**config.mk**
```make
export PLATFORM = sky130hd
export DESIGN_NAME = pixel_frame_writer_flat
export DESIGN_NICKNAME = d
export VERILOG_FILES = /design/src/rtl/pixel_frame_writer_pkg.sv /design/src/rtl/pixel_frame_writer_if.sv /design/src/rtl/pixel_sync_fifo.sv /design/src/rtl/pixel_frame_writer.sv /design/src/flat_wrapper.sv
export SDC_FILE = /design/constraint.sdc
export NUM_CORES = 1
export LEC_CHECK = 0
export CAP_MARGIN = 5
export CORE_UTILIZATION = 55
export DETAILED_ROUTE_END_ITERATION = 10
export PLACE_DENSITY = 0.76
export SYNTH_ARGS = -nofsm -noshare
export SYNTH_HDL_FRONTEND = slang
export SYNTH_SLANG_ARGS = --single-unit
```
**constraint.sdc**
```tcl
create_clock -name clk -period 4.9 [get_ports clk]
set_input_delay 0.735 -clock clk [delete_from_list [all_inputs] [get_ports clk]]
set_output_delay 0.735 -clock clk [all_outputs]
set_load 0.03 [all_outputs]
```
**src/rtl/pixel_frame_writer_pkg.sv**
```systemverilog
// Shared types for the pixel frame writer: pixel layout, memory word packing
// and the writer state encoding.
`timescale 1ns/1ps
package pixel_frame_writer_pkg;

    localparam int PIXEL_W = 8;
    localparam int WORD_W  = 3 * PIXEL_W;

    typedef struct packed {
        logic [PIXEL_W-1:0] red;
        logic [PIXEL_W-1:0] green;
        logic [PIXEL_W-1:0] blue;
    } pixel_t;

    typedef enum logic [1:0] {
        IDLE,
        WRITE,
        DRAIN,
        DONE
    } writer_state_t;

    function automatic logic [WORD_W-1:0] pack_pixel(input pixel_t p);
        return {p.red, p.green, p.blue};
    endfunction

endpackage

```
**src/rtl/pixel_frame_writer_if.sv**
```systemverilog
// Valid-only pixel stream (no backpressure) between median_filter and its sinks.
`timescale 1ns/1ps
interface pixel_valid_if;

    logic                          valid;
    pixel_frame_writer_pkg::pixel_t pixel;

    modport master (output valid, output pixel);
    modport slave  (input  valid, input  pixel);

endinterface

```
**src/rtl/pixel_sync_fifo.sv**
```systemverilog
// Synchronous FIFO with extended pointers; a push into a full FIFO is accepted
// when a pop happens in the same cycle.
`timescale 1ns/1ps
module pixel_sync_fifo #(
    parameter  int WIDTH = 24,
    parameter  int DEPTH = 16,
    localparam int AW    = $clog2(DEPTH)
) (
    input  logic             clk,
    input  logic             rst_n,
    input  logic             push_i,
    input  logic             pop_i,
    input  logic [WIDTH-1:0] data_i,
    output logic [WIDTH-1:0] data_o,
    output logic             full_o,
    output logic             empty_o,
    output logic [AW:0]      count_o
);

    logic [AW:0]      wr_ptr_q, wr_ptr_d;
    logic [AW:0]      rd_ptr_q, rd_ptr_d;
    logic [WIDTH-1:0] mem_q [DEPTH];
    logic             do_push;
    logic             do_pop;

    assign empty_o = (wr_ptr_q == rd_ptr_q);
    assign full_o  = (wr_ptr_q[AW] != rd_ptr_q[AW]) &&
                     (wr_ptr_q[AW-1:0] == rd_ptr_q[AW-1:0]);
    assign count_o = wr_ptr_q - rd_ptr_q;

    assign do_pop  = pop_i && !empty_o;
    assign do_push = push_i && (!full_o || do_pop);

    assign wr_ptr_d = do_push ? wr_ptr_q + 1'b1 : wr_ptr_q;
    assign rd_ptr_d = do_pop  ? rd_ptr_q + 1'b1 : rd_ptr_q;
    assign data_o   = mem_q[rd_ptr_q[AW-1:0]];

    always_ff @(posedge clk or negedge rst_n) begin
        if (!rst_n) begin
            wr_ptr_q <= '0;
            rd_ptr_q <= '0;
        end else begin
            wr_ptr_q <= wr_ptr_d;
            rd_ptr_q <= rd_ptr_d;
        end
    end

    // NOTE: storage is not reset; the pointers alone define which entries are
    // valid, and leaving the array out of reset lets it map onto RAM.
    always_ff @(posedge clk) begin
        if (do_push) begin
            mem_q[wr_ptr_q[AW-1:0]] <= data_i;
        end
    end

endmodule

```
**src/rtl/pixel_frame_writer.sv**
```systemverilog
// Collects one filtered frame from the pixel stream and writes it row-major to
// a frame memory through a valid/ready port, buffering stalls in a FIFO.
`timescale 1ns/1ps
module pixel_frame_writer
    import pixel_frame_writer_pkg::*;
#(
    parameter  int OUT_LEN    = 1079,
    parameter  int OUT_HEIGHT = 719,
    parameter  int FIFO_DEPTH = 16,
    localparam int FRAME_PIX  = OUT_LEN * OUT_HEIGHT,
    localparam int ADDR_W     = $clog2(FRAME_PIX)
) (
    input  logic                clk,
    input  logic                rst_n,
    input  logic                start_i,
    pixel_valid_if.slave        pixel_valid_if_i,
    output logic                mem_wr_valid_o,
    input  logic                mem_wr_ready_i,
    output logic [ADDR_W-1:0]   mem_wr_addr_o,
    output logic [WORD_W-1:0]   mem_wr_data_o,
    output logic                busy_o,
    output logic                overflow_o,
    output logic                done_o
);

    localparam int                FIFO_AW     = $clog2(FIFO_DEPTH);
    localparam logic [ADDR_W:0]   FRAME_PIX_W = (ADDR_W + 1)'(FRAME_PIX);

    writer_state_t       state_q, state_d;
    logic [ADDR_W:0]     pix_cnt_q, pix_cnt_d;
    logic [ADDR_W:0]     wr_addr_q, wr_addr_d;
    logic                overflow_q, overflow_d;

    logic                fifo_push;
    logic                fifo_pop;
    logic                fifo_full;
    logic                fifo_empty;
    logic [FIFO_AW:0]    fifo_count;
    logic [WORD_W-1:0]   fifo_head;

    pixel_sync_fifo #(
        .WIDTH (WORD_W),
        .DEPTH (FIFO_DEPTH)
    ) u_fifo (
        .clk     (clk),
        .rst_n   (rst_n),
        .push_i  (fifo_push),
        .pop_i   (fifo_pop),
        .data_i  (pack_pixel(pixel_valid_if_i.pixel)),
        .data_o  (fifo_head),
        .full_o  (fifo_full),
        .empty_o (fifo_empty),
        .count_o (fifo_count)
    );

    // The address MSB only sets once a power-of-two frame is fully written, so
    // gating on it keeps the port from ever presenting a wrapped address.
    assign mem_wr_valid_o = !fifo_empty && !wr_addr_q[ADDR_W];
    assign fifo_pop       = mem_wr_valid_o && mem_wr_ready_i;
    assign mem_wr_addr_o  = wr_addr_q[ADDR_W-1:0];
    assign mem_wr_data_o  = mem_wr_valid_o ? fifo_head : '0;

    assign busy_o     = (state_q == WRITE) || (state_q == DRAIN);
    assign done_o     = (state_q == DONE);
    assign overflow_o = overflow_q;

    // NOTE: every signal written here gets its default first, so no path
    // through the case can leave one unassigned and infer a latch.
    always_comb begin
        state_d    = state_q;
        pix_cnt_d  = pix_cnt_q;
        wr_addr_d  = fifo_pop ? wr_addr_q + 1'b1 : wr_addr_q;
        overflow_d = overflow_q;
        fifo_push  = 1'b0;

        case (state_q)
            IDLE: begin
                if (start_i) begin
                    state_d    = WRITE;
                    pix_cnt_d  = '0;
                    wr_addr_d  = '0;
                    overflow_d = 1'b0;
                end
            end
            WRITE: begin
                if (pixel_valid_if_i.valid) begin
                    // Dropped pixels still count so the frame ends on time.
                    pix_cnt_d = pix_cnt_q + 1'b1;
                    if (!fifo_full || fifo_pop) begin
                        fifo_push = 1'b1;
                    end else begin
                        overflow_d = 1'b1;
                    end
                    if (pix_cnt_d == FRAME_PIX_W) begin
                        state_d = DRAIN;
                    end
                end
            end
            DRAIN: begin
                if (fifo_count == '0) begin
                    state_d = DONE;
                end
            end
            DONE: begin
                state_d = IDLE;
            end
            default: begin
                state_d = IDLE;
            end
        endcase
    end

    // NOTE: state registers use non-blocking assignments so every flop samples
    // the pre-edge values regardless of statement order.
    always_ff @(posedge clk or negedge rst_n) begin
        if (!rst_n) begin
            state_q    <= IDLE;
            pix_cnt_q  <= '0;
            wr_addr_q  <= '0;
            overflow_q <= 1'b0;
        end else begin
            state_q    <= state_d;
            pix_cnt_q  <= pix_cnt_d;
            wr_addr_q  <= wr_addr_d;
            overflow_q <= overflow_d;
        end
    end

endmodule
```
**src/flat_wrapper.sv**
```systemverilog
// flat-port wrapper written by rule: the top's interface ports become plain ports
module pixel_frame_writer_flat import pixel_frame_writer_pkg::*;
#(
    parameter  int OUT_LEN    = 1079,
    parameter  int OUT_HEIGHT = 719,
    parameter  int FIFO_DEPTH = 16,
    localparam int FRAME_PIX  = OUT_LEN * OUT_HEIGHT,
    localparam int ADDR_W     = $clog2(FRAME_PIX)
)
  (clk, rst_n, start_i, mem_wr_valid_o, mem_wr_ready_i, mem_wr_addr_o, mem_wr_data_o, busy_o, overflow_o, done_o, pixel_valid_if_i_valid, pixel_valid_if_i_pixel);
  pixel_valid_if pixel_valid_if_i_i ();
  input  logic clk;
  input  logic rst_n;
  input  logic start_i;
  output logic mem_wr_valid_o;
  input  logic mem_wr_ready_i;
  output logic [ADDR_W-1:0] mem_wr_addr_o;
  output logic [WORD_W-1:0] mem_wr_data_o;
  output logic busy_o;
  output logic overflow_o;
  output logic done_o;
  input wire logic [$bits(pixel_valid_if_i_i.valid)-1:0] pixel_valid_if_i_valid;
  input wire logic [$bits(pixel_valid_if_i_i.pixel)-1:0] pixel_valid_if_i_pixel;
  assign pixel_valid_if_i_i.valid = pixel_valid_if_i_valid;
  assign pixel_valid_if_i_i.pixel = pixel_valid_if_i_pixel;
  pixel_frame_writer #(.OUT_LEN(OUT_LEN), .OUT_HEIGHT(OUT_HEIGHT), .FIFO_DEPTH(FIFO_DEPTH)) u_core (.clk(clk), .rst_n(rst_n), .start_i(start_i), .pixel_valid_if_i(pixel_valid_if_i_i), .mem_wr_valid_o(mem_wr_valid_o), .mem_wr_ready_i(mem_wr_ready_i), .mem_wr_addr_o(mem_wr_addr_o), .mem_wr_data_o(mem_wr_data_o), .busy_o(busy_o), .overflow_o(overflow_o), .done_o(done_o));
endmodule
```
# After elaboration in Yosys (flattened, before gate mapping)
# Memories as Yosys holds them, arrays and structs flattened.
# Cells that the tools add are included.
# Widths: inputs -> output; s select.
dict set report totals {
  reg_bits 55
  latch_bits 0
  mem_bits_rw 384
  mem_bits_ro 0
  input_bits 29
  elab_cells 62
  mem_count 1
}
dict set report classes {
  n_addsub 5
  multipliers 0
  n_div 0
  magnitude_cmp 0
  eq_ne 12
  n_shift 0
  mux 21
  bitwise 0
  n_reduce_logical 17
}
# memory depth width rd rd_ports_with_merged_regs wr line
set mem_list {}
lappend mem_list {u_core.u_fifo.mem_q 16 24 1 0 1 pixel_sync_fifo.sv:22} ;# logic [WIDTH-1:0] mem_q [DEPTH];
# cell n
set ops {}
lappend ops {{$mux 21} 5}
lappend ops {{$add 21x1->21 const B} 2}
lappend ops {{$pmux 21 s2} 1}
lappend ops {{$mux 24} 1}
lappend ops {{$eq 21x20->1 const B} 1}
lappend ops {{$add 5x1->5 const B} 2}
lappend ops {{$ne 2x2->1 const B} 5}
lappend ops {{$mux 1} 8}
lappend ops {{$mux 2} 4}
lappend ops {{$pmux 2 s4} 1}
lappend ops {{$reduce_and 4->1} 2}
lappend ops {{$eq 5x5->1} 1}
lappend ops {{$logic_and 1x1->1} 5}
lappend ops {{$logic_not 5->1} 1}
lappend ops {{$sub 5x5->5} 1}
lappend ops {{$eq 2x2->1 const B} 2}
lappend ops {{$eq 4x4->1} 1}
lappend ops {{$logic_not 1->1} 3}
lappend ops {{$logic_or 1x1->1} 3}
lappend ops {{$reduce_and 3->1} 1}
lappend ops {{$eq 2x1->1 const B} 1}
lappend ops {{$logic_not 2->1} 1}
lappend ops {{$pmux 1 s2} 1}
lappend ops {{$reduce_bool 2->1} 1}
lappend ops {{$ne 1x1->1} 1}

# Depth between registers and ports, before layout
# Gate-level depths: netlist of the first run.
dict set report logic_depth {
  word_depth 11
  mapped_depth 12
  depth_no_buf 9
}

# Cells and area by module
# From an unflattened synthesis of the first run, not the netlist that was laid out.
dict set report hier_totals {
  hier_cells 1062
  area_unflattened_um2 18346.3
}
# mod n_inst cells_each area_each_um2
set by_module_without_submodules {}
lappend by_module_without_submodules {pixel_sync_fifo 1 722 15474.8}
lappend by_module_without_submodules {pixel_frame_writer 1 340 2871.5}

# Worst setup path before layout of the first run
# OpenSTA, ideal clock, no wires.
dict set report synth_path {
  path_kind {register -> register}
  startpoint {register u_core.u_fifo.rd_ptr_q[1]}
  endpoint {memory u_core.u_fifo.mem_q[3][0], enable pin}
  setup_ns 0.435
  arrival_time_ns 4.169
  required_time_ns 4.465
  setup_slack_ns 0.296
  path_stages_with_launch 11
  period_less_slack_ns 4.604
  cell_sequence {dfrtp_1 clkbuf_1 clkbuf_1 clkbuf_1 inv_1 ha_1 and4_1 nor3b_1 nor2_1 nand2_1 nor3_1}
}
dict set report synth_between {
  elab_chain_cells 11
}
# item line
set synth_rtl {}
lappend synth_rtl {{start: declaration} pixel_sync_fifo.sv:21} ;# logic [AW:0] rd_ptr_q, rd_ptr_d;
lappend synth_rtl {{start signal: assignment} pixel_sync_fifo.sv:44} ;# rd_ptr_q <= rd_ptr_d;
lappend synth_rtl {{$eq 5x5->1} pixel_sync_fifo.sv:26} ;# assign empty_o = (wr_ptr_q == rd_ptr_q);
lappend synth_rtl {{$logic_not 1->1} {pixel_sync_fifo.sv:31, pixel_frame_writer.sv:58}}
lappend synth_rtl {{$logic_and 1x1->1} pixel_frame_writer.sv:58} ;# assign mem_wr_valid_o = !fifo_empty && !wr_addr_q[ADDR_W];
lappend synth_rtl {{$logic_and 1x1->1} pixel_frame_writer.sv:59} ;# assign fifo_pop = mem_wr_valid_o && mem_wr_ready_i;
lappend synth_rtl {{$logic_or 1x1->1} pixel_frame_writer.sv:89} ;# if (!fifo_full || fifo_pop) begin
lappend synth_rtl {{$mux 1} pixel_frame_writer.sv:89}
lappend synth_rtl {{$mux 1} pixel_frame_writer.sv:86} ;# if (pixel_valid_if_i.valid) begin
lappend synth_rtl {{$mux 1} pixel_frame_writer.sv:76} ;# case (state_q)
lappend synth_rtl {{$logic_and 1x1->1 *} pixel_sync_fifo.sv:32} ;# assign do_push = push_i && (!full_o || do_pop);
lappend synth_rtl {{$mux 1 *} pixel_sync_fifo.sv:51} ;# if (do_push) begin
lappend synth_rtl {{$mux 1 (not written as such) *} pixel_sync_fifo.sv:52} ;# mem_q[wr_ptr_q[AW-1:0]] <= data_i;
lappend synth_rtl {{end: declaration} pixel_sync_fifo.sv:22}
# Mark *: on every way between the ends. The rest lies on a longest branch, timed or not.

# Worst setup path after layout of the first run
dict set report layout_path {
  startpoint {register u_core.u_fifo.rd_ptr_q[0]}
  endpoint {output mem_wr_data_o[5]}
}
dict set report layout_between {
  elab_chain_cells 4
}
# item line
set layout_rtl {}
lappend layout_rtl {{branches (longest 3 deep; another with $mem_v2 16x24)} -}
lappend layout_rtl {{$mux 24 *} pixel_frame_writer.sv:61} ;# assign mem_wr_data_o = mem_wr_valid_o ? fifo_head : '0;
lappend layout_rtl {{end: declaration} flat_wrapper.sv:18} ;# output logic [WORD_W-1:0] mem_wr_data_o;
# Every way passes the cells marked *.

==> results of run 1 <==
-- layer usage --
| layer | track usage (%) | routed length [µm] | share of wire [%] | vias to the layer above |
|---|---|---|---|---|
| li1 | - | - | - | 3991 |
| met1 | 31.7 | 15200 | 41 | 4775 |
| met2 | 38.7 | 18400 | 49 | 378 |
| met3 | 4.39 | 2810 | 7.5 | 68 |
| met4 | 7.03 | 912 | 2.4 | 0 |
| met5 | 0 | 0 | 0 | - |
-- kinds of logic (layout without fill, tap and decap cells) --
family | count (synthesis) | count (layout)
muxes | 123 | 123
AOI/OAI and AO/OA | 71 | 71
other | 0 | 1
and+or+nand+nor | 204 | 204
xor gates and xnor gates | 32 | 32
DFF | 439 | 439
buffers and inverters | 79 | 196
adders and majority gates | 16 | 16
-- final cells by class --
class / count / area [µm²] / share of cell area, %
antenna: 1 / 2.50 / 0.0121
clock buffer: 58 / 1180 / 5.72
clock inverter: 21 / 267 / 1.29
inverter: 16 / 60.1 / 0.290
multi-input combinational: 446 / 4770 / 23.0
sequential: 439 / 12900 / 62.3
tap: 435 / 544 / 2.63
timing repair buffer: 101 / 981 / 4.73
-- synth_stat cells (3+ instances only) --
master      n
xnor2_1    18
or3_1       5
nor4_1      3
nand2_1    51
o41ai_1     3
dfrtp_1    55
nand2b_1    6
xor2_1     14
and3_1      4
o21ai_0    39
nor2b_1     3
nor2_1     49
and2_1     27
a21oi_1    14
buf_2      10
mux4_2    120
a31oi_1     4
buf_1       6
clkbuf_1   27
edfxtp_1  384
ha_1       16
o31ai_1     3
nand4_1    10
nor3_1     12
inv_1      15
nand3_1    19
buf_4      20
-- flip-flops by register name, summed over array words and instances (netlist names) --
signal and flops:
u_core.u_fifo.wr_ptr_q 5, u_core.u_fifo.mem_q 384, u_core.overflow_o 1, u_core.u_fifo.rd_ptr_q 5
u_core.pix_cnt_q 21, u_core.state_q 2, u_core.wr_addr_q 21
-- power by group --
part / switching [µW] / internal, µW / leakage [µW] / total, µW
clock: 1360 / 2020 / 0.000707 / 3380
sequential: 268 / 4490 / 0.00420 / 4750
combinational: 2070 / 1890 / 0.00191 / 3960
-- placed cells by master (no fill, tap or decap), drive strengths merged, types with 3 or more instances in the layout --
master,n
mux4,120
xor2,14
and2,28
or3,6
and4,3
edfxtp,384
ha,16
buf,26
bufinv,6
nand2,51
nor4,3
clkdlybuf4s50,75
a31oi,4
clkinv,13
clkbuf,58
o31ai,3
xnor2,18
nand2b,6
inv,18
dfrtp,55
o41ai,3
o21ai,39
nand4,11
and3,4
nor2b,3
nor3,13
a21oi,14
nor2,49
nand3,20
-- through the flow --
stage / util, % / cells / total power [µW] / setup WS [ns]
floorplan: - / 964 / 7420 / 0.296
global placement: 60.6 / 1437 / 8710 / 1.12
detailed placement: 60.6 / 1437 / 8780 / 1.09
CTS: 65.2 / 1516 / 12200 / 0.496
global route: 65.2 / 1516 / 12600 / 0.406
finish: 65.2 / 1517 / 12100 / 0.586
-- how the worst max path moves through the flow --
stage | from | slack, ns | endpoint | cells after the start
after floorplan | u_core.u_fifo.rd_ptr_q[1] | 0.30 | u_core.u_fifo.mem_q[3][0] | 10
after global placement | u_core.u_fifo.rd_ptr_q[0] | 1.12 | mem_wr_data_o[5] | 5
after detailed placement | u_core.u_fifo.rd_ptr_q[0] | 1.09 | mem_wr_data_o[5] | 5
after CTS | u_core.u_fifo.rd_ptr_q[0] | 0.50 | mem_wr_data_o[5] | 5
after global routing | u_core.u_fifo.rd_ptr_q[0] | 0.41 | mem_wr_data_o[5] | 5
final | u_core.u_fifo.rd_ptr_q[0] | 0.59 | mem_wr_data_o[5] | 5
==> run_results.csv, run 1 <==
group,metric,value,unit
yosys,yosysSeqAreaShare,71.9,%
yosys,netlist_area,0.0180,mm²
setup_path,endpoint_kind,"primary output",
cts,cts_sinks,439,
timing,rsz0062_at_grt,"no",
route,drc,0,
setup_path,timing.rr.start,"u_core.u_fifo.rd_ptr_q[0]",
yosys,synth-xor-area-share,1.56,%
setup_path,r2r_end,"u_core.u_fifo.mem_q[12][22]",
route,ant_nets,0,
power_and_ir_drop,p_per_area,584,mW/mm²
placed_design,gp_congestion,0.809,
floorplanning,rows,65,
cts,clk_path_buf_depth,3,
floorplanning,core_area,0.0318,mm²
power_and_ir_drop,p_leak,0.00681,µW
yosys,ys_types,49,
floorplanning,start_util,56.5,%
yosys,netlist_instances,964,
yosys,synthAdderAreaFrac,1.12,%
timing,setup_viol,0,
finish,drive_above_1_share,21.8,%
finish,areaGrowthSynthToFinish,15.5,%
timing,finClkSkew,0.0134,ns
floorplanning,die_h,183,µm
cts,clock_latency,0.55,ns
cts,cts_max_level,2,
setup_path,r2r_slack,1.11,ns
cts,cts_tree,"done",
global_routing,grt_pass1_wl,57200,µm
setup_path,rr_worst_depth,7,
timing,hold_ws,0.331,ns
yosys,ys_seq_elements,439,
yosys,async_flop_share,12.5,%
route,wirelength,37300,µm
global_routing,gr-total-overflow,0,
timing,tns,0,ns
cts,postCtsResizedCells,0,
global_routing,grt_pass1_vias,9610,
floorplanning,fp.dieArea,0.0334,mm²
placed_design,post_dp_cell_area,0.0193,mm²
timing,slew_headroom,20.2,%
timing,finalHoldViolCount,0,
job,cap_violations,0,
cts,ctsHoldBuffers,0,
yosys,yosys.area.top_type_share,64.2,%
yosys,ys_warn_count,0,
route,via_count,9212,
yosys,synth.area.mux_share,15.2,%
yosys,synth.avg_cell_area,18.6,µm²
setup_path,startpoint_type,"register",
finish,fin_area,0.0207,mm²
floorplanning,io_pins,77,
yosys,yosys.area.top_type,"edfxtp_1",
timing,slew_violations,0,
yosys,synth_nets,1009,
timing,max_freq,232,MHz
power_and_ir_drop,vdd_drop_max,0.000416,V
floorplanning,die_x,183,µm
global_routing,track_usage,23.3,%
placed_design,dp_hpwl,19900,µm
cts,cts_buffers,44,
route,dr.pass1.iters,5,
worst_hold_path,hold_class,"in2async",
yosys,synth_top_family_by_area,"multiplexers",
cts,cts_root_buf,"clkbuf_16",
global_routing,antenna_found_initial,1,
setup_path,cp_slowest_cell,"dfrtp_4",
finish,num-fill-cells,2094,
setup_path,crit_fanout,33,
route,viasPerCell,6.07,
timing,period_needed,4.31,ns
setup_path,critPathTopFamily,"multiplexers",
yosys,ys.flop_type,"edfxtp_1",
route,wl_per_cell,24.6,µm
setup_path,crit_buf_inv,2,
timing,tightestPinTransition,1.19,ns
cts,post_cts_buffers,0,
placed_design,port_buffers,76,
yosys,synth_edf_count,384,
setup_path,crit_top_cell,"mux4_2",
yosys,synth_area_leaders,"edfxtp_1, mux4_2, dfrtp_1",
run_status,outcome,"finished clean",
yosys,synth_simple_gate_area_share,5.78,%
setup_path,crit_type,"reg2out",
yosys,synth_compound_area_share,2.26,%
setup_path,slowest_delay,0.85,ns
route,drt_iter0_markers,771,
cts,clk_pin_slew,0.06,ns
finish,layout.nets,1093,
setup_path,critPathRequiredTime,4.16,ns
setup_path,cp_cell_sequence,"buf_4 -> mux4_2 -> mux4_2 -> and2_1 -> clkdlybuf4s50_1",
global_routing,grt_max_degree,99,
setup_path,cp.arrival,3.58,ns
timing,fin_crit_sh,88.0,%
Note: power is estimated with default switching activity, not from simulation.
==> inputs of run 2 (changes only) <==
--- a/config.mk
+++ b/config.mk
@@ -8,6 +8,7 @@
 export CAP_MARGIN = 5
 export CORE_UTILIZATION = 55
 export DETAILED_ROUTE_END_ITERATION = 10
+export GPL_TIMING_DRIVEN = 0
 export PLACE_DENSITY = 0.76
 export SYNTH_ARGS = -nofsm -noshare
 export SYNTH_HDL_FRONTEND = slang
==> run_results.csv, run 2 (synthesis gave the netlist of run 1 again) <==
group,metric,value,unit
route,wirelength,39500,µm
power_and_ir_drop,power,12000,µW
setup_path,rr_worst_depth,10,
route,drt_iter0_markers,856,
placed_design,place_ws,-0.985,ns
setup_path,r2r_end,"u_core.u_fifo.mem_q[3][19]",
power_and_ir_drop,vdd_drop_max,0.000452,V
run_status,outcome,"finished clean",
global_routing,grt_pass1_wl,59500,µm
floorplanning,rows,65,
cts,cts_max_level,2,
global_routing,grt_pass1_vias,9611,
floorplanning,io_pins,77,
cts,cts_root_buf,"clkbuf_16",
setup_path,crit_start,"u_core.u_fifo.rd_ptr_q[1]",
setup_path,slowest_delay,0.70,ns
timing,setup_viol,0,
floorplanning,core_area,0.0318,mm²
floorplanning,die_x,183,µm
timing,tightestPinTransition,1.04,ns
cts,cts_buffers,43,
timing,rsz0062_at_grt,"yes",
job,cap_violations,0,
cts,clk_pin_slew,0.06,ns
power_and_ir_drop,p_leak,0.00701,µW
timing,period_needed,4.79,ns
finish,num-fill-cells,2027,
finish,drive_above_1_share,23.4,%
timing,slew_violations,0,
route,wl_per_cell,25.1,µm
timing,finalHoldViolCount,0,
global_routing,gr-total-overflow,0,
cts,clock_latency,0.54,ns
timing,fin_crit_sh,97.8,%
cts,cts_tree,"done",
global_routing,track_usage,24.6,%
floorplanning,start_util,56.5,%
setup_path,startpoint_type,"register",
setup_path,endpoint_kind,"primary output",
timing,max_freq,209,MHz
finish,layout.nets,1151,
cts,ctsHoldBuffers,0,
setup_path,crit_fanout,10,
finish,mostFrequentLayoutCell,"edfxtp_1",
timing,setup_ws,0.110,ns
timing,slew_headroom,30.4,%
placed_design,port_buffers,76,
floorplanning,die_h,183,µm
floorplanning,fp.dieArea,0.0334,mm²
route,via_count,9659,
finish,finalCoreUtilization,66.5,%
global_routing,grt_max_degree,38,
cts,clk_path_buf_depth,3,
route,ant_nets,0,
setup_path,cp-endpoint,"mem_wr_data_o[15]",
setup_path,cp_slowest_cell,"clkdlybuf4s50_1",
worst_hold_path,hold_class,"in2async",
setup_path,crit_type,"reg2out",
finish,largest_reg_flops,384,
finish,layout_common_cells,"edfxtp_1, mux4_2, clkdlybuf4s50_1",
setup_path,cp_cell_sequence,"clkbuf_8 -> clkbuf_4 -> inv_1 -> ha_1 -> and4_1 -> and2_1 -> nor2_4 -> clkbuf_4 -> and2_1 -> clkdlybuf4s50_1",
setup_path,critPathRequiredTime,4.16,ns
cts,cts_sinks,439,
setup_path,cp.arrival,4.05,ns
route,drc,0,
setup_path,r2r_slack,0.65,ns
placed_design,dp_hpwl,24500,µm
timing,finClkSkew,0.0171,ns
placed_design,gp_congestion,0.850,
finish,fin_area,0.0211,mm²
placed_design,post_dp_cell_area,0.0198,mm²
route,dr.pass1.iters,5,
finish,areaGrowthSynthToFinish,17.8,%
setup_path,timing.rr.start,"u_core.u_fifo.rd_ptr_q[1]",
power_and_ir_drop,p_per_area,570,mW/mm²
global_routing,antenna_found_initial,2,
route,viasPerCell,6.13,
-- run 2: cell count changes in the layout (fill, tap and decap cells not counted), moves of 3 or more --
| cell | change |
|---|---|
| clkbuf_2 | +3 |
| clkinv_4 | -3 |
| bufinv_16 | -4 |
| buf_6 | +9 |
| clkbuf_1 | +20 |
| buf_1 | +3 |
| clkinv_1 | +3 |
| clkinvlp_4 | +3 |
| buf_16 | +9 |
| buf_2 | +10 |
| clkbuf_4 | +3 |
-- run 2: report_power, final --
group	switching [µW]	leakage [µW]	total (µW)	internal, µW
Sequential	173	0.00420	4650	4480
Combinational	2350	0.00219	4330	1980
Clock	1340	0.000624	3070	1730
Total	3870	0.00701	12000	8180
-- run 2: through the flow --
step	hold slack (ns)	TNS (ns)	instances
2_1_floorplan	0.439	0	964
3_3_place_gp	0.481	-650.84	1475
3_5_place_dp	0.485	-25.13	1499
4_1_cts	0.159	0	1575
5_1_grt	0.186	-0.0453	1574
6_report	0.152	0	1575
-- run 2: layer usage --
layer / up-vias / global-route usage, % / share of wire, %
met1: 5015 / 34.6 / 41
li1: 4101 / - / -
met2: 468 / 40.2 / 49
met3: 75 / 4.13 / 7.8
met4: 0 / 7.13 / 2.3
met5: - / 0 / 0
-- run 2: critical path, delay by kind of cell, from the launching register on --
kind,cells,cell delay [ns]
adder cells (fa/ha/maj),1,0.32
buffers and inverters,5,1.73
AND/OR/NAND/NOR,4,0.88
flip-flops,1,0.58
-- run 2: worst min path at each step --
stage	start	to	slack, ns	cells past startpoint
4_1_cts	rst_n	u_core.pix_cnt_q[5]	0.16	1
5_1_grt	rst_n	u_core.u_fifo.wr_ptr_q[1]	0.19	1
2_1_floorplan	rst_n	u_core.overflow_o	0.44	0
3_5_place_dp	u_core.u_fifo.rd_ptr_q[4]	u_core.u_fifo.rd_ptr_q[4]	0.49	1
6_report	rst_n	u_core.pix_cnt_q[5]	0.15	1
3_3_place_gp	u_core.u_fifo.rd_ptr_q[4]	u_core.u_fifo.rd_ptr_q[4]	0.48	1
-- run 2: layout make-up --
cell class                      count  area (µm²)  area share, %
Clock buffer                       55        1120           5.30
Inverter                           16        60.1          0.284
Clock inverter                     23         184          0.870
Multi-Input combinational cell    446        4780           22.6
Sequential cell                   439       12900           61.0
Tap cell                          435         544           2.57
Buffer                             60         338           1.60
Timing Repair Buffer              100        1210           5.70
Antenna cell                        1        2.50         0.0118
-- run 2: repair_timing --
item,4_1_cts,5_1_grt
pin swaps,0,0
endpoints found under the hold margin,0,0
setup buffers,0,0
gates resized for setup,13,4
setup endpoints to repair,66,18
